==> src/rtl/fp_mul_seq_if.sv <==
// Handshake and operand/result bundle for the sequential floating-point multiplier.
interface fp_mul_seq_if #(
  parameter int EXP_W = 5,
  parameter int MAN_W = 10
);
  localparam int W = 1 + EXP_W + MAN_W;

  logic         start;
  logic [W-1:0] a;
  logic [W-1:0] b;
  logic         busy;
  logic         done;
  logic [W-1:0] product;
  logic [3:0]   flags;

  modport master (output start, a, b, input busy, done, product, flags);
  modport slave  (input start, a, b, output busy, done, product, flags);
endinterface

==> src/rtl/fp_mul_seq.sv <==
// Sequential IEEE-style multiplier: shift-add significand product, RNE rounding,
// fixed latency regardless of operand class. Subnormals are flushed to zero.
module fp_mul_seq #(
  parameter int EXP_W = 5,
  parameter int MAN_W = 10
) (
  input logic         clk,
  input logic         reset,
  fp_mul_seq_if.slave bus
);
  localparam int W  = 1 + EXP_W + MAN_W;
  localparam int PW = 2 * MAN_W + 2;
  localparam int EW = EXP_W + 2;
  localparam int CW = $clog2(MAN_W + 2);
  localparam logic signed [EW-1:0] BIAS = EW'((1 << (EXP_W - 1)) - 1);
  localparam logic signed [EW-1:0] EMAX = EW'((1 << EXP_W) - 1);
  localparam logic signed [EW-1:0] ZERO = '0;
  localparam logic signed [EW-1:0] ONE  = EW'(1);
  localparam logic [W-1:0] QNAN = {1'b0, {EXP_W{1'b1}}, 1'b1, {(MAN_W-1){1'b0}}};

  typedef enum logic [1:0] {IDLE, MUL, ROUND, DONE} state_t;

  state_t        stateReg;
  logic [W-1:0]  aReg, bReg;
  logic [PW-1:0] accReg, mcandReg;
  logic [MAN_W:0] mplierReg;
  logic [CW-1:0] cntReg;
  logic [W-1:0]  resReg, productReg;
  logic [3:0]    resFlagsReg, flagsReg;
  logic          busyReg, doneReg;

  logic [EXP_W-1:0] expA, expB;
  logic [MAN_W-1:0] fracA, fracB;
  logic aZero, bZero, aInf, bInf, aNan, bNan, sgn;
  logic signed [EW-1:0] eSum, eNorm, eFinal;
  logic [MAN_W-1:0] fracPre, fracRnd;
  logic guard, sticky, roundUp, carry;
  logic [W-1:0] resNext;
  logic [3:0]   flagsNext;

  assign expA  = aReg[W-2 -: EXP_W];
  assign expB  = bReg[W-2 -: EXP_W];
  assign fracA = aReg[MAN_W-1:0];
  assign fracB = bReg[MAN_W-1:0];
  assign aZero = (expA == '0);
  assign bZero = (expB == '0);
  assign aInf  = (expA == '1) && (fracA == '0);
  assign bInf  = (expB == '1) && (fracB == '0);
  assign aNan  = (expA == '1) && (fracA != '0);
  assign bNan  = (expB == '1) && (fracB != '0);
  assign sgn   = aReg[W-1] ^ bReg[W-1];

  always_comb begin
    eSum = $signed({2'b00, expA}) + $signed({2'b00, expB}) - BIAS;
    // Product of two [1,2) significands lies in [1,4); bit PW-1 marks the [2,4) half.
    if (accReg[PW-1]) begin
      fracPre = accReg[PW-2 -: MAN_W];
      guard   = accReg[MAN_W];
      sticky  = |accReg[MAN_W-1:0];
      eNorm   = eSum + ONE;
    end else begin
      fracPre = accReg[PW-3 -: MAN_W];
      guard   = accReg[MAN_W-1];
      sticky  = |accReg[MAN_W-2:0];
      eNorm   = eSum;
    end
    roundUp          = guard & (sticky | fracPre[0]);
    {carry, fracRnd} = {1'b0, fracPre} + {{MAN_W{1'b0}}, roundUp};
    eFinal           = carry ? eNorm + ONE : eNorm;

    resNext   = {sgn, eFinal[EXP_W-1:0], fracRnd};
    flagsNext = {3'b000, guard | sticky};
    if (aNan || bNan) begin
      resNext   = QNAN;
      flagsNext = 4'b0000;
    end else if ((aInf && bZero) || (bInf && aZero)) begin
      resNext   = QNAN;
      flagsNext = 4'b1000;
    end else if (aInf || bInf) begin
      resNext   = {sgn, {EXP_W{1'b1}}, {MAN_W{1'b0}}};
      flagsNext = 4'b0000;
    end else if (aZero || bZero) begin
      resNext   = {sgn, {(W-1){1'b0}}};
      flagsNext = 4'b0000;
    end else if (eFinal >= EMAX) begin
      resNext   = {sgn, {EXP_W{1'b1}}, {MAN_W{1'b0}}};
      flagsNext = 4'b0101;
    end else if (eFinal <= ZERO) begin
      resNext   = {sgn, {(W-1){1'b0}}};
      flagsNext = 4'b0011;
    end
  end

  always_ff @(posedge clk) begin
    if (reset) begin
      stateReg    <= IDLE;
      aReg        <= '0;
      bReg        <= '0;
      accReg      <= '0;
      mcandReg    <= '0;
      mplierReg   <= '0;
      cntReg      <= '0;
      resReg      <= '0;
      resFlagsReg <= '0;
      productReg  <= '0;
      flagsReg    <= '0;
      busyReg     <= 1'b0;
      doneReg     <= 1'b0;
    end else begin
      doneReg <= 1'b0;
      case (stateReg)
        IDLE: begin
          if (bus.start) begin
            aReg      <= bus.a;
            bReg      <= bus.b;
            accReg    <= '0;
            mcandReg  <= PW'({1'b1, bus.a[MAN_W-1:0]});
            mplierReg <= {1'b1, bus.b[MAN_W-1:0]};
            cntReg    <= '0;
            busyReg   <= 1'b1;
            stateReg  <= MUL;
          end
        end
        MUL: begin
          if (mplierReg[0]) accReg <= accReg + mcandReg;
          mcandReg  <= mcandReg << 1;
          mplierReg <= mplierReg >> 1;
          cntReg    <= cntReg + CW'(1);
          if (cntReg == CW'(MAN_W)) stateReg <= ROUND;
        end
        ROUND: begin
          resReg      <= resNext;
          resFlagsReg <= flagsNext;
          stateReg    <= DONE;
        end
        DONE: begin
          productReg <= resReg;
          flagsReg   <= resFlagsReg;
          doneReg    <= 1'b1;
          busyReg    <= 1'b0;
          stateReg   <= IDLE;
        end
        default: stateReg <= IDLE;
      endcase
    end
  end

  assign bus.busy    = busyReg;
  assign bus.done    = doneReg;
  assign bus.product = productReg;
  assign bus.flags   = flagsReg;
endmodule

==> src/flat_wrapper.sv <==
// flat-port wrapper written by rule: the top's interface ports become plain ports
module fp_mul_seq_flat 
#(
  parameter int EXP_W = 5,
  parameter int MAN_W = 10
)
  (clk, reset, bus_start, bus_a, bus_b, bus_busy, bus_done, bus_product, bus_flags);
  fp_mul_seq_if #(.EXP_W(EXP_W), .MAN_W(MAN_W)) bus_i ();
  input logic clk;
  input logic reset;
  input wire logic [$bits(bus_i.start)-1:0] bus_start;
  input wire logic [$bits(bus_i.a)-1:0] bus_a;
  input wire logic [$bits(bus_i.b)-1:0] bus_b;
  output wire logic [$bits(bus_i.busy)-1:0] bus_busy;
  output wire logic [$bits(bus_i.done)-1:0] bus_done;
  output wire logic [$bits(bus_i.product)-1:0] bus_product;
  output wire logic [$bits(bus_i.flags)-1:0] bus_flags;
  assign bus_i.start = bus_start;
  assign bus_i.a = bus_a;
  assign bus_i.b = bus_b;
  assign bus_busy = bus_i.busy;
  assign bus_done = bus_i.done;
  assign bus_product = bus_i.product;
  assign bus_flags = bus_i.flags;
  fp_mul_seq #(.EXP_W(EXP_W), .MAN_W(MAN_W)) u_core (.clk(clk), .reset(reset), .bus(bus_i));
endmodule
==> config.mk <==
export PLATFORM = sky130hd
export DESIGN_NAME = fp_mul_seq_flat
export DESIGN_NICKNAME = d
export VERILOG_FILES = /design/src/rtl/fp_mul_seq_if.sv /design/src/rtl/fp_mul_seq.sv /design/src/flat_wrapper.sv
export SDC_FILE = /design/constraint.sdc
export NUM_CORES = 1
export LEC_CHECK = 0
export CELL_PAD_IN_SITES_DETAIL_PLACEMENT = 1
export CELL_PAD_IN_SITES_GLOBAL_PLACEMENT = 1
export CORE_ASPECT_RATIO = 1.75
export CORE_UTILIZATION = 48
export CTS_CLUSTER_DIAMETER = 120
export CTS_CLUSTER_SIZE = 16
export DETAILED_ROUTE_END_ITERATION = 12
export HOLD_SLACK_MARGIN = 0.05
export PLACE_DENSITY_LB_ADDON = 0.12
export SYNTH_ARGS = -nofsm -noshare
export SYNTH_HDL_FRONTEND = slang
export SYNTH_SLANG_ARGS = --single-unit
==> constraint.sdc <==
create_clock -name clk -period 7.5 [get_ports clk]
set_input_delay 1.5 -clock clk [delete_from_list [all_inputs] [get_ports clk]]
set_output_delay 1.5 -clock clk [all_outputs]
set_load 0.01 [all_outputs]
==> flow_summary.toml <==
[global_route]
grt_pass1_vias = 6949
use_met2 = 0.5335
grt_util_met1 = 0.2863
grt_max_degree = 65
antenna_found_initial = 0
grt_overflow_total = 0
grt_pass1_wl_um = 34480
grt_usage = 0.2787
use_met3 = 0.03516
grt-busiest-layer = "met2"

[placed_design]
numPortBuffers = 56
hpwl_um = 15410
placed_cells = 1062
place_congestion = 0.8149

[pwr]
p_per_area_nw_per_um2 = 330.7
total_power_mw = 2.888
peakVddDrop_mv = 0.2454
leakagePower_nw = 3.428

[flow_run]
drv_cap = 0

[final_layout]
drive_above_1_share = 0.07794
diodes = 0
instances_no_fill = 1094
post-route-util = 0.5798
mostFrequentLayoutCells = "dfxtp_1 (135), nand2_1 (111), nor2_1 (107), a21oi_1 (65), clkdlybuf4s50_1 (55)"
finalNetCount = 972
area_growth_pct = 17.06
final_common_cell = "dfxtp_1"

[worst_setup_path]
critPathArrivalTime_ns = 4.59
worstSetupEndpointType = "flop"
critPathSlowestCell = "fa_1"
crit_type = "flop to flop"
slowest_delay_ns = 0.56
crit_family = "adder cells"
cp-start-kind = "flop"
cp_max_fo = 11
required_ns = 7.87
crit_chain = "ha_1 -> inv_1 -> fa_1 -> inv_1 -> ha_1 -> mux2_2 -> ha_1 -> xnor2_1 -> o41ai_4 -> nor2b_2 -> o221a_1 -> o221ai_2 -> nor3b_4 -> a32o_1"
crit_top_cell = "ha_1"
crit_buf_inv = 2

[synthesis]
yosysSeqAreaShare = 0.3623
syn_avg_cell_area_um2 = 8.644
synth_ff_type = "dfxtp_1"
ys_ff_latch = 135
synth_cells = 863
ys_types = 87
synth_enable_flop_cells = 0
async_flop_share = 0
syn_area_um2 = 7460
syn_nets = 937
ys_warn_count = 0

[sta]
relSlewSlack = 0.2014
worstMarginPinSlew_ns = 1.198
hold_viol = 0
max_freq_ghz = 0.2370
fin_crit_sh = 0.5626
rsz0062_at_grt = "false"
slew_viol_final = 0
setup_tns_ns = 0
skew_ns = 0.01171
fin_crit_ns = 4.220
setup_viol = 0

[routing]
drt-initial-drc-count = 201
vias_per_cell = 5.975
totalWireLength_um = 21160
ant_nets = 0
vias = 6537
first_pass_iters = 4
drc = 0
wl_per_cell_um = 19.34

[clock_tree]
root_buffer = "clkbuf_16"
hold_buffers = 0
cts_made_buffers = 17
h-tree-depth = 4
clkSinkCount = 135
cts-resized-gates = 0
post_cts_buffers = 0
clockBufferDepth = 2
clk_latency_ns = 0.43
cts_tree = "built"
clkSlewWorstSetupHoldPaths_ns = 0.06

[die]
start_util = 0.4953
die_area_um2 = 16060
die-height_um = 166.9
die_x_um = 96.24
core_um2 = 15060
rows = 59
num_io_pins = 57

[run_status]
status = "finished clean"

[min_path]
hold_class = "flop to flop"
## through the flow
step                worst slack, ns  area (µm²)  hold slack [ns]
global placement              3.214        8058           0.4427
global route                  2.915        8732           0.4818
finish                        3.280        8732           0.4614
CTS                           3.247        8732           0.4579
detailed placement            3.085        8058           0.4492
floorplan                     3.404        7460           0.4360
## flip-flops by register name, indices dropped and copies added (netlist names), 2 cells and up
register	cells
u_core.aReg	16
u_core.accReg	22
u_core.bReg	16
u_core.bus.flags	4
u_core.bus.product	16
u_core.cntReg	4
u_core.mcandReg	22
u_core.mplierReg	11
u_core.resFlagsReg	4
u_core.resReg	16
u_core.stateReg	2
## path summary, 6_finish.rpt
path,startpoint,to,slack [ns],depth (start not counted)
max reg2reg,u_core.bReg[10],u_core.resReg[5],3.28,14
min reg2reg,u_core.bReg[6],u_core.bReg[6],0.46,2
min,u_core.bReg[6],u_core.bReg[6],0.46,2
max,u_core.bReg[10],u_core.resReg[5],3.28,14
## tightest hold or removal path: cells and delay by family (launching register included)
kind	cells	cell delay [ns]
flops	1	0.31
simple gates	1	0.05
compound gates	1	0.05
## Yosys cell counts (6+ instances only)
| cell type | number | area, µm² |
|---|---|---|
| a21o_1 | 17 | 127.6 |
| nor4_1 | 8 | 50.05 |
| nand2b_1 | 6 | 37.54 |
| a22o_1 | 16 | 140.1 |
| o21a_1 | 6 | 45.04 |
| mux2i_1 | 44 | 440.4 |
| nand2_1 | 111 | 416.7 |
| inv_1 | 17 | 63.81 |
| xnor2_1 | 18 | 157.7 |
| o21ai_0 | 14 | 70.07 |
| a211oi_1 | 34 | 255.2 |
| clkbuf_1 | 35 | 131.4 |
| a22oi_1 | 25 | 187.7 |
| nor2_1 | 107 | 401.6 |
| nor2b_1 | 8 | 50.05 |
| dfxtp_1 | 135 | 2703 |
| ha_1 | 37 | 462.9 |
| a21oi_1 | 65 | 325.3 |
| xor2_1 | 12 | 105.1 |
| nor3_1 | 15 | 75.07 |
| nand3_1 | 16 | 80.08 |
## kinds of logic after synthesis
group	count (synthesis)	share of synthesized area
flip-flops	135	0.3623
adder cells (fa/ha/maj)	39	0.06743
multiplexers	48	0.06508
AO/OA/AOI/OAI	236	0.2271
AND/OR/NAND/NOR	307	0.1894
buffers and inverters	64	0.04143
XOR/XNOR	34	0.04730
## power by group
| group | internal [mW] | switching (mW) | total (mW) |
|---|---|---|---|
| Sequential | 0.823 | 0.0869 | 0.910 |
| Combinational | 0.367 | 0.637 | 1.00 |
| Clock | 0.630 | 0.343 | 0.973 |
| Total | 1.82 | 1.07 | 2.89 |
## final cells by class
class | count | area [µm²]
Clock buffer | 19 | 432.9
Clock inverter | 13 | 241.5
Fill cell | 1760 | 6327
Inverter | 17 | 63.81
Multi-Input combinational cell | 664 | 4452
Sequential cell | 135 | 2703
Tap cell | 183 | 229.0
Timing Repair Buffer | 63 | 610.6
## metal layers
metal	up-vias	wire length, µm
li1	3183	-
met5	-	0
met1	3212	8179
met3	44	353
met4	0	728
met2	98	11900
Power figures use the tool's default switching activity.
